`src/rtl/usr_param.sv`:
```
// rtl/usr_param.sv - parametrised universal shift register with burst-shift engine
//
// Purpose: WIDTH-bit universal shift register with eight modes (hold, shift
//   right/left, load, rotate right/left, arithmetic shift right, clear), a carry
//   out, and a multi-position burst-shift engine with a busy/done handshake.
// Optional feature macro: USR_PARITY_EN adds a registered parity output (^O).
// Ports:
//   clk    in   1      rising-edge clock
//   reset  in   1      asynchronous active-low reset
//   en     in   1      single-op enable (IDLE only)
//   s      in   3      mode select
//   I      in   WIDTH  parallel load data
//   SINR   in   1      serial in for shift right (enters at MSB)
//   SINL   in   1      serial in for shift left (enters at LSB)
//   start  in   1      start a burst of shamt shifts in mode s
//   shamt  in   SHW    burst length, clamped to WIDTH
//   O      out  WIDTH  register contents
//   carry  out  1      last bit shifted or rotated out
//   busy   out  1      burst in progress
//   done   out  1      one-cycle pulse when a burst completes
//   parity out  1      ^O, only with USR_PARITY_EN
module usr_param #(
  parameter int WIDTH = 8,
  parameter int SHW   = $clog2(WIDTH + 1)
) (
  input  logic             clk,
  input  logic             reset,
  input  logic             en,
  input  logic [2:0]       s,
  input  logic [WIDTH-1:0] I,
  input  logic             SINR,
  input  logic             SINL,
  input  logic             start,
  input  logic [SHW-1:0]   shamt,
  output logic [WIDTH-1:0] O,
  output logic             carry,
  output logic             busy,
  output logic             done
`ifdef USR_PARITY_EN
  ,
  output logic             parity
`endif
);

  typedef enum logic {IDLE, BUSY} state_t;

  state_t           state_q, state_n;
  logic [SHW-1:0]   count_q, count_n;
  logic [2:0]       mode_q, mode_n;
  logic [WIDTH-1:0] o_n;
  logic             carry_n;
  logic             done_n;

  logic [2:0]       op_sel;
  logic             op_en;
  logic [WIDTH-1:0] shifted;
  logic             shift_c;
  logic             c_upd;
  logic             is_shift;
  logic [SHW-1:0]   clamped;

  assign is_shift = (s == 3'b001) || (s == 3'b010) || (s == 3'b100) ||
                    (s == 3'b101) || (s == 3'b110);
  assign clamped  = (shamt > SHW'(WIDTH)) ? SHW'(WIDTH) : shamt;
  assign busy     = (state_q == BUSY);

  // Datapath: result of one op of mode op_sel applied to the current O.
  always_comb begin
    shifted = O;
    shift_c = carry;
    c_upd   = 1'b0;
    case (op_sel)
      3'b001: begin shifted = {SINR, O[WIDTH-1:1]};     shift_c = O[0];       c_upd = 1'b1; end
      3'b010: begin shifted = {O[WIDTH-2:0], SINL};     shift_c = O[WIDTH-1]; c_upd = 1'b1; end
      3'b011: shifted = I;
      3'b100: begin shifted = {O[0], O[WIDTH-1:1]};     shift_c = O[0];       c_upd = 1'b1; end
      3'b101: begin shifted = {O[WIDTH-2:0], O[WIDTH-1]}; shift_c = O[WIDTH-1]; c_upd = 1'b1; end
      3'b110: begin shifted = {O[WIDTH-1], O[WIDTH-1:1]}; shift_c = O[0];     c_upd = 1'b1; end
      3'b111: shifted = '0;
      default: ;
    endcase
  end

  // Control: an accepted burst start outranks the single op; in BUSY the
  // latched mode drives the datapath and all request inputs are ignored.
  always_comb begin
    state_n = state_q;
    count_n = count_q;
    mode_n  = mode_q;
    done_n  = 1'b0;
    op_sel  = s;
    op_en   = 1'b0;
    case (state_q)
      IDLE: begin
        if (start && is_shift) begin
          mode_n  = s;
          count_n = clamped;
          if (clamped == '0) done_n = 1'b1;   // zero-length burst completes at once
          else               state_n = BUSY;
        end else if (en) begin
          op_en = 1'b1;
        end
      end
      BUSY: begin
        op_sel  = mode_q;
        op_en   = 1'b1;
        count_n = count_q - SHW'(1);
        if (count_q == SHW'(1)) begin
          state_n = IDLE;
          done_n  = 1'b1;
        end
      end
      default: state_n = IDLE;
    endcase
    o_n     = op_en ? shifted : O;
    carry_n = (op_en && c_upd) ? shift_c : carry;
  end

  always_ff @(posedge clk or negedge reset) begin
    if (!reset) begin
      state_q <= IDLE;
      count_q <= '0;
      mode_q  <= '0;
      O       <= '0;
      carry   <= 1'b0;
      done    <= 1'b0;
    end else begin
      state_q <= state_n;
      count_q <= count_n;
      mode_q  <= mode_n;
      O       <= o_n;
      carry   <= carry_n;
      done    <= done_n;
    end
  end

`ifdef USR_PARITY_EN
  always_ff @(posedge clk or negedge reset) begin
    if (!reset) parity <= 1'b0;
    else        parity <= ^o_n;
  end
`endif

endmodule

```
`config.mk`:
```
export PLATFORM = sky130hd
export DESIGN_NAME = usr_param
export DESIGN_NICKNAME = d
export VERILOG_FILES = /design/src/rtl/usr_param.sv
export SDC_FILE = /design/constraint.sdc
export NUM_CORES = 1
export LEC_CHECK = 0
export BUFFER_PORTS_ARGS = -buffer_cell sky130_fd_sc_hd__buf_2
export CAP_MARGIN = 20
export CORE_UTILIZATION = 23
export DETAILED_ROUTE_END_ITERATION = 8
export PLACE_DENSITY = 0.51
export SLEW_MARGIN = 20
export SYNTH_ARGS = -nofsm -noshare
export SYNTH_HDL_FRONTEND = slang
export SYNTH_SLANG_ARGS = --single-unit
```
`constraint.sdc`:
```
create_clock -name clk -period 5.1 [get_ports clk]
set_input_delay 0.51 -clock clk [delete_from_list [all_inputs] [get_ports clk]]
set_output_delay 0.51 -clock clk [all_outputs]
set_load 0.03 [all_outputs]
```
==> results, run 1 <==
- The data required time of the critical path is 5240 ps.
- From synthesis to final layout, the design area changed by 17.9%.
- The largest net degree at the start of global routing is 23.
- The multi-input logic area is 898 sq um.
- Synthesis handed over a netlist of 131 instances.
- The share of async-settable or async-resettable flops after synthesis is 1.00.
- After detailed routing, the number of vias per cell comes to 4.78.
- The critical path depth is 4.
- Across all hold checks on the routed design, the worst slack comes to 184 ps.
- Walking the worst path, the cells encountered are inv_2 > a41oi_2 > and2_4 > a31oi_2.
- The number of nets in the finished design is ~190.
- Max-cap violations in this run came to 0.
- The slowest stage of the critical path is the dfrtp_1 cell.
- The total chip power is about 1300 uW.
- The routed length per instance is 14.0 microns.
- The wire-length estimate of the detail-placed layout is 2500 microns.
- The run finished with clean final reports.
- Clock latency on the worst-skew pair, taken at its later pin, is between 200 and 300 ps.
- The area of the placeable core is 0.00592 sq mm.
- The post-synthesis mux area share is 0.125.
- For this run, the register share of the synthesized area comes to 0.320.
- The clock buffer count from CTS is 3.
- The area fraction of the dominant cell type after synthesis is 0.320.
- The number of I/O pins is 32.
- The die height is 80.2 microns.
- The switching power of the nets is 633 uW.
- In this run the power density over the cells is 760 mW/mm^2.
- In the routed design, unresolved DRC markers number 0.
- The area share of and/or/nand/nor cells after synthesis is 0.189.
- The global-route wire length before repair is 5460 microns.
- Summing every instance area after synthesis gives 0.00141 sq mm.
- STA classifies the critical path startpoint as a flip-flop.
- The overall routing resource usage is 0.112.
- Yosys mapped the design onto 47 distinct sky130hd cell types.
- The row count is 28.
- The critical path class is reg2reg.
- The pre-antenna-repair detailed-routing pass consisted of 4 iterations.
- After synthesis, the most frequently instantiated cells are dfrtp_1 (18), nor2_1 (10), o21ai_0 (9).
- The total via count after detailed routing is 1127.
- Cell internal power was estimated by the tool at 627 uW.
- The initial antenna violation count is 0.
- Data on the critical path arrives at its endpoint at 2480 ps.
- The largest total area in the synthesized netlist belongs to dfrtp_1.
- Of the total power, registers draw 0.263.
- The most used flip-flop cell after synthesis is dfrtp_1.
- The leakage dissipation is around 0.00067 uW.
- TritonCTS built the clock tree.
- Once the clock tree was built, the resizer swapped 0 gates to a different size.
- The layout filler cell count is about 630.
- The number of setup buffers added after CTS is 0.
- Timing would allow up to 0.428 GHz.
- In the post-synthesis netlist, the biggest area contributors are dfrtp_1 (32%), mux2i_4 (6.4%), a31oi_2 (6.2%).
- The clock arrives with 6.96 ps of skew.
- In this run the number of H-tree levels came out at 1.
- Of the total power, the share spent switching nets is 0.503.
- In this run, the number of DRC markers left after iteration 0 of detailed routing was 89.
- IR analysis of the VDD net gives a maximum drop of between 0.15 and 0.2 mV.
- Of the total synthesized cell area, the portion taken by full adders, half adders and majority gates is 0.0178.
- The maximum fanout encountered on the critical timing path is 22.
- At the pin with the least slew margin, the transition time is between 900 and 1000 ps.
- The final antenna-violating net count is 0.
- The tightest min-delay check is of the in2async type.
- Together, buffers and inverters on the worst path number 1.
- The post-route fraction of the period consumed by the critical path is 0.458.
- Setup repair after global routing left no endpoint under its margin.
- The total count of max-transition violations in the final report is 0.
- STA classifies the critical path endpoint as a flip-flop.
- The worst register-to-register path ends at O[2].
- For the worst flop-to-flop path, the logic depth is 4.
- The global placer's final weighted congestion is 0.745.
- The buffer type at the clock tree root is clkbuf_8.
- The number of global-route vias before repair came to 1099.
- By area, the combinational part of the netlist is dominated by compound AO/OA/AOI/OAI gates.
- The clock period minus worst slack is 2340 ps.
- On the worst path, the slowest cell contributes a delay of ~970 ps.
- For this configuration, the core starts out at a cell density of 0.238.
- In the final layout, the share of cells above drive strength 1 is 0.391.
- Across the whole layout, storage elements account for ~450 sq um.
- The logic gate share of total power is 0.654.
- The total length of routed wires is ~3300 microns.
- Buffers placed on the I/O ports in this run total 31.
- In this run, synthesis produced a sequential element count of 18.
- The die covers 0.00643 sq mm.
- No sink is reached through more buffers than the 2 on the longest clock path.
- The number of warnings issued by yosys is 0.
- The critical path ends at O[2].
- The area share of xor/xnor cells in the synthesized design is 0.0125.
- For the final routed database, the setup TNS stands at 0 ps.
- The total setup violations reported at the end of the flow is 0.
- Clock-pin slew was measured on the worst setup and hold paths at 80 ps.
- The family of cells with the greatest summed delay on the critical path is flip-flops.
- The clock network fraction of total power is 0.083.
- The width of the chip is ~80 microns.
- Measured against its own limit, the worst slew margin works out to 0.368.
- The register-to-register path setup slack is between 2000 and 3000 ps.
- The worst register-to-register path begins at busy.
- The number of synthesized flops with an enable pin is 0.
- The count of final hold-check violations came to 0.
- The tree built by TritonCTS fans out to 18 sinks.
- The most critical setup path has its startpoint at busy.
- Each instance of the synthesized netlist takes up on average 10.7 sq um.
- The antenna diode count is 0.
- The most repeated cell in the gate-level netlist after synthesis is dfrtp_1.
- The count of hold-fix buffers inserted at cts is 0.
- The fraction of the mapped netlist area in compound gates is 0.295.
- The number of nets produced by synthesis is 154.
- The aggregate global routing overflow is 0.
flip-flops by register name, indices dropped and copies added (netlist names):
name,cells
carry,1
count_q,4
mode_q,3
busy,1
done,1
O,8
final cells by class:
cell class                      count  area share
Clock buffer                        3      0.0249
Sequential cell                    18       0.272
Multi-Input combinational cell    104       0.542
Inverter                            5      0.0113
Timing Repair Buffer               31      0.0936
Tap cell                           75      0.0566
worst reg2reg max path: stages, from the launching register on:
cell and delay, ps:
dfrtp_1 970, inv_2 190, a41oi_2 610, and2_4 360, a31oi_2 100
cells in the final DEF, fill, tap and decap left out, types with 2 or more instances in the layout:
cell	count
a31oi_2	7
buf_2	31
mux2_4	2
and2_4	2
mux2i_4	4
nor2_1	10
nand2_1	6
nor2b_1	2
nor3_4	3
nor3_1	3
clkbuf_8	3
inv_1	4
nand3_1	2
xor2_1	2
o21ai_0	9
ha_1	2
or3b_1	4
a21oi_1	8
a22oi_1	6
mux2_1	3
dfrtp_1	18
a31oi_1	4
a32oi_1	2
routing by layer:
layer | routed length, microns | track usage | up-vias
met4 | 53 | 0.0482 | 0
met5 | 0 | 0 | -
met2 | 1510 | 0.177 | 17
met3 | 93 | 0.0125 | 4
met1 | 1650 | 0.153 | 538
li1 | - | - | 568
worst min-delay path by stage:
stage	cells after the start	endpoint	slack, ps	startpoint
floorplan	0	O[0]	210	reset
CTS	1	O[2]	200	reset
finish	1	O[1]	180	reset
detailed placement	1	count_q[0]	480	reset
global placement	1	count_q[0]	480	reset
global route	1	count_q[0]	220	reset
metrics by stage:
stage / util / instances / setup slack, ps / cell area, sq um
final: 0.280 / 236 / 2760 / 1660
after global routing: 0.280 / 236 / 2640 / 1660
after CTS: 0.280 / 236 / 2800 / 1660
after detailed placement: 0.273 / 233 / 2820 / 1620
after global placement: 0.273 / 233 / 2860 / 1620
after floorplan: - / 131 / 3270 / 1410
power groups by stage:
stage,logic [uW],clock network [uW],registers [uW]
2_1_floorplan,637,0,375
3_3_place_gp,827,0,335
3_5_place_dp,826,0,335
4_1_cts,832,106,332
5_1_grt,901,113,345
6_report,823,105,332
logic make-up (layout without fill, tap and decap cells):
logic type | after synthesis | after routing
DFF | 18 | 18
xor gates and xnor gates | 2 | 2
AOI/OAI and AO/OA | 50 | 50
adders and majority gates | 2 | 2
muxes | 11 | 11
and+or+nand+nor | 39 | 39
buffers and inverters | 9 | 39
(Power assumes the default switching activity.)
==> run 2: changes to the inputs <==
clock period = 2.3 ns   (was 5.1 ns; I/O delays follow)
==> run 2 against run 1 <==
  * Worst hold slack improved by 110 ps
  * Register-to-register slack got worse by 2400 ps
  * Worst setup slack got worse by 2400 ps
  * Clock-buffer cell count rose by 1
  * First-iteration DRC count fell by 7.9%
  * Design area rose by 2.8%
  * Die area did not move
  * Power rose by 130%
  * Clock power rose to 2.5 times the previous value
  * Largest power group unchanged
==> results, run 2 (synthesis results as in run 1) <==
- The total length of routed wires was 3370 microns (+1.8%).
- The cell area after placement is 0.00164 sq mm (+1.4%).
- The layout filler cell count is 622 (-0.64%).
- The placed instance count is 236 (+1.3%).
- The post-detailed-route via-to-cell ratio is 4.79 (+0.36%).
- The area of the placeable core is 0.00592 sq mm (unchanged).
- The number of violations of the max-capacitance limit came to 0 (unchanged).
- The die height came to 80.2 microns (unchanged).
- The number of nets in the finished design came to 190 (+2.2%).
- The largest net degree at the start of global routing was 19 (-17%).
- The number of input and output port buffers inserted is 31 (unchanged).
- The area of all placed cells without fillers is 0.00170 sq mm (+2.8%).
- The number of levels the H-tree was split into is 1 (unchanged).
- The number of setup buffers added after CTS came to 0 (unchanged).
- The aggregate global routing overflow is 0 (unchanged).
- The post-route core utilization is 0.288 (+0.00782).
- The total via count after detailed routing was 1155 (+2.5%).
- The largest vdd supply drop was 0.357 mV (+130%).
- The data arrival at the endpoint of the critical path is 2070 ps (-410 ps).
- The count of buffering cells on the critical path with inverters included is 1 (unchanged).
- The initial cell density of the core came to 0.238 (unchanged).
- The routed length per instance is 14.0 microns (-0.36%).
- The number of flip-flops in the largest register came to 8 (unchanged).
- The width of the chip came to 80.2 microns (unchanged).
- The startpoint of the worst-slack reg-to-reg timing path is busy.
- Traced cell by cell, the critical path runs through buf_4 > mux2i_4 > mux2i_4 > a22oi_1 > a31oi_2.
- The leakage dissipation was 0.000690 uW (+3.7%).
- STA classifies the critical path endpoint as a flip-flop.
- The number of global-route vias before repair is 1174 (+6.8%).
- The number of DRC violations after detailed routing is 0 (unchanged).
- STA classifies the critical path startpoint as a flip-flop.
- The buffer type at the clock tree root is clkbuf_8.
- Leaving out fill and tap cells, the most frequent cell in the layout is buf_2.
- The actual transition at the worst max-transition pin is 523 ps (-424 ps).
- The number of gates resized after CTS is 0 (unchanged).
- The register with the most flip-flops is O.
- The worst-case clock skew is 4.09 ps (-2.86 ps).
- The initial antenna violation count was 0 (unchanged).
- The maximum clock frequency is 0.526 GHz (+23%).
- The row count is 28 (unchanged).
- The number of violations reported at the end of detailed-routing iteration 0 was 82 (-7.9%).
- The critical path class is reg2reg.
- The total negative setup slack was 0 ps (unchanged).
- The total count of max-transition violations in the final report came to 0 (unchanged).
- The run finished with clean final reports.
- The clock tree from TritonCTS is yes.
- The iteration count of the initial detailed-routing pass was 4 (unchanged).
- The global placer's final weighted congestion is 0.711 (-4.6%).
- The worst setup path startpoint is busy.
- The global-route wire length before repair was 5680 microns (+4.0%).
- Setup repair after global routing left no endpoint under its margin.
- The maximum root-to-sink buffer count is 2 (unchanged).
- The area growth from synthesis to layout is 21.2%.
- The kind of path behind the tightest hold check is in2reg.
- The ratio of total power to cell area is 1680 mW/mm^2 (+120%).
- The logic depth of the worst register-to-register path is 5 (+1).
- The destination of the worst register-to-register timing path is O[1].
- The clock period minus worst slack is 1900 ps (-434 ps).
- The critical path depth is 5 (+1).
- The post-layout instance count excluding filler cells is 241 (+2.1%).
- The die footprint is 0.00643 sq mm (unchanged).
- The most prevalent standard cell on the critical path is mux2i_4.
- The post-route fraction of the period consumed by the critical path is 0.827 (+0.369).
- The antenna diode count is 0 (unchanged).
- The overall routing resource usage was 0.113 (+0.00141).
- The number of I/O pins is 32 (unchanged).
- The number of sinks on the clock net came to 18 (unchanged).
- The data required time of the critical path is 2470 ps (-2770 ps).
- The placed wire-length estimate is 2560 microns (+2.6%).
- The maximum fanout encountered on the critical timing path came to 15 (-32%).
- The largest registers in the layout are O (8), count_q (4), mode_q (3).
- Among cell families on the critical path, the largest total delay comes from multiplexers.
- The count of final hold-check violations is 0 (unchanged).
- The clock buffer count from CTS was 3 (unchanged).
- The fraction of final layout cells sized beyond drive strength 1 came to 0.404 (+0.0123).
- The capture point of the critical path is O[1].
- The normalized max-slew margin is 0.651 (+0.283).
- The largest stage delay on the critical path is 450 ps (-520 ps).
- The total setup violations reported at the end of the flow is 0 (unchanged).
- The clock insertion delay at the later pin of the skew report is 250 ps (about the same).
- The library cells used most frequently in the layout, excluding fill and tap cells, are buf_2 (31), dfrtp_1 (18), nor2_1 (10).
- The total chip power is 2860 uW (+130%).
- The clock transition at the registers of the reported paths came to 70 ps (about the same).
- The register-to-register path setup slack was 400 ps (-2370 ps).
- On the critical path, the stage with the largest delay is an instance of mux2i_4.
- The final antenna-violating net count is 0 (unchanged).
[run 2: cell count changes in the layout (fill, tap and decap cells not counted)]
cell and delta:
buf_4 +3, clkbuf_8 +1, dlygate4sd3_1 +1
[run 2: worst register-to-register path: cells and delay by family, from the launching register on]
family / cells / cell delay [ps]
compound gates: 2 / 320
buf+inv: 1 / 260
flops: 1 / 360
mux: 2 / 880
[run 2: report_power, final]
group	leakage [uW]	total [uW]	switching (uW)	internal, uW
sequential	0.000212	685	195	490
combinational	0.000449	1910	1100	807
clock	0.0000288	263	110	152
total	0.000690	2860	1410	1450
[run 2: stage by stage]
step	setup WS [ps]	hold slack, ps
6_report	398	290
5_1_grt	281	299
4_1_cts	409	290
3_5_place_dp	436	202
3_3_place_gp	485	196
2_1_floorplan	465	-65.6
[run 2: area by class of cell]
cell class                 count  area, sq um  area share
sequential                    18          450       0.264
inverter                       5         18.8      0.0110
multi-input combinational    104          898       0.527
clock buffer                   4         55.1      0.0323
tap                           75         93.8      0.0551
timing repair buffer          35          188       0.110
[run 2: routing by layer]
| metal | part of all wire | up-vias | track usage |
|---|---|---|---|
| li1 | - | 574 | - |
| met1 | 0.47 | 564 | 0.152 |
| met2 | 0.50 | 15 | 0.190 |
| met3 | 0.027 | 2 | 0.0136 |
| met4 | 0.0080 | 0 | 0.0339 |
| met5 | 0 | - | 0 |
[run 2: worst min path at each step]
stage                   from    endpoint  slack, ps  depth (start not counted)
floorplan              reset        O[0]        -70                          0
global placement       reset  count_q[0]        200                          1
detailed placement     reset  count_q[0]        200                          1
CTS                 shamt[3]  count_q[1]        290                          3
global route        shamt[3]  count_q[1]        300                          3
finish              shamt[3]  count_q[1]        290                          3
[run 2: what timing repair did]
item / 4_1_cts / 5_1_grt
hold buffers: 1 / 0
endpoints found under the hold margin: 18 / 0
endpoints found under the setup margin: 0 / 0
==> run 3: changes to the inputs <==
ABC_AREA = 1   (was unset)
PLACE_DENSITY = 0.53   (was 0.51)
clock period = 1.6 ns   (was 2.3 ns; I/O delays follow)
==> run 3 against run 2 <==
  * Sequential share of layout area is 3.0 points higher
  * Via count is 3.1% higher
  * Flip-flop and latch count stayed put
  * Clock power is 22% higher
  * Utilization is 0.92 points higher
  * Wire length is 7.8% lower
  * First-iteration DRC count is 11% higher
  * Non-clock buffer count is 1 higher
  * Largest power group unchanged
  * Global-route usage is 0.50 points higher
  * Largest cell class unchanged
==> results, run 3 <==
- The run finished with clean final reports.
- The placement-stage worst setup slack is 24.6 ps (-411 ps).
- The total via count after detailed routing is 1191 (+3.1%).
- Ranked by flip-flop count, first place goes to O.
- The synthesis-to-layout area growth is 22.4%.
- The leakage dissipation was 0.000813 uW (+18%).
- The largest net degree at the start of global routing is 19 (unchanged).
- The actual transition at the worst max-transition pin is 412 ps (-112 ps).
- The clock buffer count from CTS was 3 (unchanged).
- The initial cell density of the core came to 0.243 (+0.00509).
- The largest registers in the layout are O (8), count_q (4), mode_q (3).
- Leaving out fill and tap cells, the most frequent cell in the layout is nand2_1.
- The initial antenna violation count is 0 (unchanged).
- The internal power contribution is 1670 uW (+15%).
- The clock period minus worst slack was 1460 ps (-441 ps).
- The switching power of the nets is 1870 uW (+33%).
- The global-route wire length before repair came to 5120 microns (-9.8%).
- The number of violations of the max-capacitance limit was 0 (unchanged).
- The die height is 75.9 microns (-5.4%).
- The worst-case clock skew was 5.04 ps (+0.951 ps).
- The count of final hold-check violations is 0 (unchanged).
- The switching portion of total power is 0.528 (+0.0356).
- The row count was 26 (-7.1%).
- The routed length per instance was 10.8 microns (-22%).
- Setup repair after global routing left no endpoint under its margin.
- The iteration count of the initial detailed-routing pass is 4 (unchanged).
- The min-delay analysis places its worst path in the category in2reg.
- The final antenna-violating net count is 0 (unchanged).
- The fraction of final layout cells sized beyond drive strength 1 is 0.282 (-0.121).
- The clock insertion delay at the later pin of the skew report is 250 ps (about the same).
- The number of DRC violations after detailed routing is 0 (unchanged).
- STA classifies the critical path startpoint as a flip-flop.
- The worst path setup slack after routing came to 139 ps (-259 ps).
- The placed wire-length estimate is 2360 microns (-7.9%).
- The logic gate share of total power is 0.638 (-0.030).
- The overall routing resource usage is 0.118 (+0.00500).
- The total setup violations reported at the end of the flow is 0 (unchanged).
- The normalized max-slew margin is 0.723 (+0.0718).
- STA classifies the critical path endpoint as a flip-flop.
- The number of violations reported at the end of detailed-routing iteration 0 is 91 (+11%).
- The total length of routed wires is 3100 microns (-7.8%).
- The number of nets produced by synthesis is 205 (+33%).
- The aggregate global routing overflow was 0 (unchanged).
- The post-detailed-route via-to-cell ratio is 4.16 (-13%).
- The number of input and output port buffers inserted is 31 (unchanged).
- The clock tree from TritonCTS is yes.
- The clock transition at the registers of the reported paths is 70 ps (about the same).
- The top cell types in the final layout, fill and taps aside, are nand2_1 (68), buf_2 (31), nor2_1 (19).
- The number of levels the H-tree was split into was 1 (unchanged).
- The maximum clock frequency is 0.684 GHz (+30%).
- The number of instances on the worst hold path is 3 (unchanged).
- The number of warnings issued by yosys is 0 (unchanged).
- The tree is rooted in a clkbuf_8.
- The number of sinks on the clock net is 18 (unchanged).
- Counting instances in the post-synthesis netlist gives the leading cell types as nand2_1 (68), nor2_1 (19), dfrtp_1 (18).
- The number of I/O pins was 32 (unchanged).
- The sequential group share of total power was 0.271 (+0.031).
- The data required time of the critical path came to 1790 ps (-680 ps).
- The most used flip-flop cell after synthesis is dfrtp_1.
- By startpoint and endpoint, the worst setup path is classified as reg2reg.
- The count of different cell masters after synthesis is 24 (-49%).
- The proportion of synthesized chip area in sequential cells is 0.359 (+0.0386).
- Sorting the synthesized cells by area gives the leading types as dfrtp_1 (36%), nand2_1 (20%), nand3_1 (6.8%).
- The maximum fanout encountered on the critical timing path is 14 (-1).
- The global placer's final weighted congestion is 0.842 (+18%).
- nand2_1 is the most common cell in the netlist.
- The post-route fraction of the period consumed by the critical path is 0.913 (+0.0862).
- The area of the placeable core is 0.00517 sq mm (-13%).
- The antenna diode count is 0 (unchanged).
- The ratio of total power to cell area was 2300 mW/mm^2 (+37%).
- The number of global-route vias before repair is 1101 (-6.2%).
- The number of flip-flops in the largest register is 8 (unchanged).
- The summed instance area of the synthesized netlist is 0.00125 sq mm (-11%).
- The mean area per synthesized cell was 6.90 sq um (-36%).
- The number of synthesized flops with an enable pin was 0 (unchanged).
- The number of cells produced by synthesis is 182 (+39%).
- The data arrival at the endpoint of the critical path is 1650 ps (-420 ps).
- The total negative setup slack is 0 ps (unchanged).
- The share of async-settable or async-resettable flops after synthesis was 1.00 (unchanged).
- The cell type with the largest total area after synthesis is dfrtp_1.
- The width of the chip is 75.9 microns (-5.4%).
- The clock network fraction of total power is 0.091 (about the same).
- The logic depth of the worst register-to-register path came to 9 (+4).
- The largest vdd supply drop is 0.692 mV (+94%).
- The number of nets in the finished design came to 241 (+27%).
- The area fraction of the dominant cell type after synthesis came to 0.359 (+0.0386).
- The maximum root-to-sink buffer count came to 2 (unchanged).
- The number of synthesized register bits came to 18 (unchanged).
- The die footprint is 0.00576 sq mm (-11%).
- The total count of max-transition violations in the final report is 0 (unchanged).
==> run 3: metal layers <==
layer / track usage / vias to the layer above / wire length (microns)
li1: - / 646 / -
met1: 0.172 / 518 / 1550
met2: 0.177 / 25 / 1380
met3: 0.0172 / 2 / 144
met4: 0.0432 / 0 / 27
met5: 0 / - / 0
==> run 3: final timing paths <==
check	from	endpoint	slack (ps)
setup / recovery	busy	O[4]	140
hold / removal	shamt[0]	count_q[0]	160
setup reg to reg	busy	O[4]	140
hold reg to reg	carry	carry	490
max in group asynchronous	reset	busy	900
min in group asynchronous	reset	count_q[0]	380
==> run 3: cells by family (layout without fill, tap and decap cells) <==
logic type	after synthesis	after routing	synth area share
AND/OR/NAND/NOR	131	131	0.481
flip-flops	18	18	0.359
buffers and inverters	18	52	0.0778
AO/OA/AOI/OAI	13	13	0.0628
adder cells (fa/ha/maj)	2	2	0.0199
==> run 3: worst max-delay path, cell delays in order, from the launching register on <==
cell and delay (ps):
dfrtp_2 480, inv_6 140, nand2_1 70, nand2_2 140, nand2_1 130, nand2_2 160, nand2_1 70, nand3_1 80
nor2_1 50, nor2_1 80
==> run 3: through the flow <==
| stage | power [uW] | instances | hold slack (ps) | area, sq um | util |
|---|---|---|---|---|---|
| 2_1_floorplan | 2770 | 182 | -136 | 1250 | - |
| 3_3_place_gp | 3220 | 281 | 123 | 1480 | 0.285 |
| 3_5_place_dp | 3220 | 281 | 138 | 1480 | 0.285 |
| 4_1_cts | 3560 | 285 | 159 | 1530 | 0.295 |
| 5_1_grt | 3910 | 286 | 186 | 1540 | 0.297 |
| 6_report | 3540 | 286 | 158 | 1540 | 0.297 |
==> run 3: power by group through the flow <==
| stage | Combinational, uW | Clock (uW) | Sequential (uW) |
|---|---|---|---|
| 2_1_floorplan | 1610 | 0 | 1160 |
| 3_3_place_gp | 2250 | 0 | 971 |
| 3_5_place_dp | 2250 | 0 | 968 |
| 4_1_cts | 2260 | 339 | 960 |
| 5_1_grt | 2570 | 350 | 991 |
| 6_report | 2260 | 321 | 958 |
==> run 3: cell type report <==
type,count,area (sq um)
Tap cell,70,87.6
Inverter,13,53.8
Timing Repair Buffer,36,195
Multi-Input combinational cell,146,707
Clock buffer,3,41.3
Fill cell,577,3640
Sequential cell,18,452
==> run 3: what timing repair did <==
item | in CTS | in global routing
hold buffers | 1 | 0
buffers inserted | 0 | 1
resized for setup | 0 | 1
setup endpoints to repair | 0 | 9
hold endpoints to repair | 18 | 0
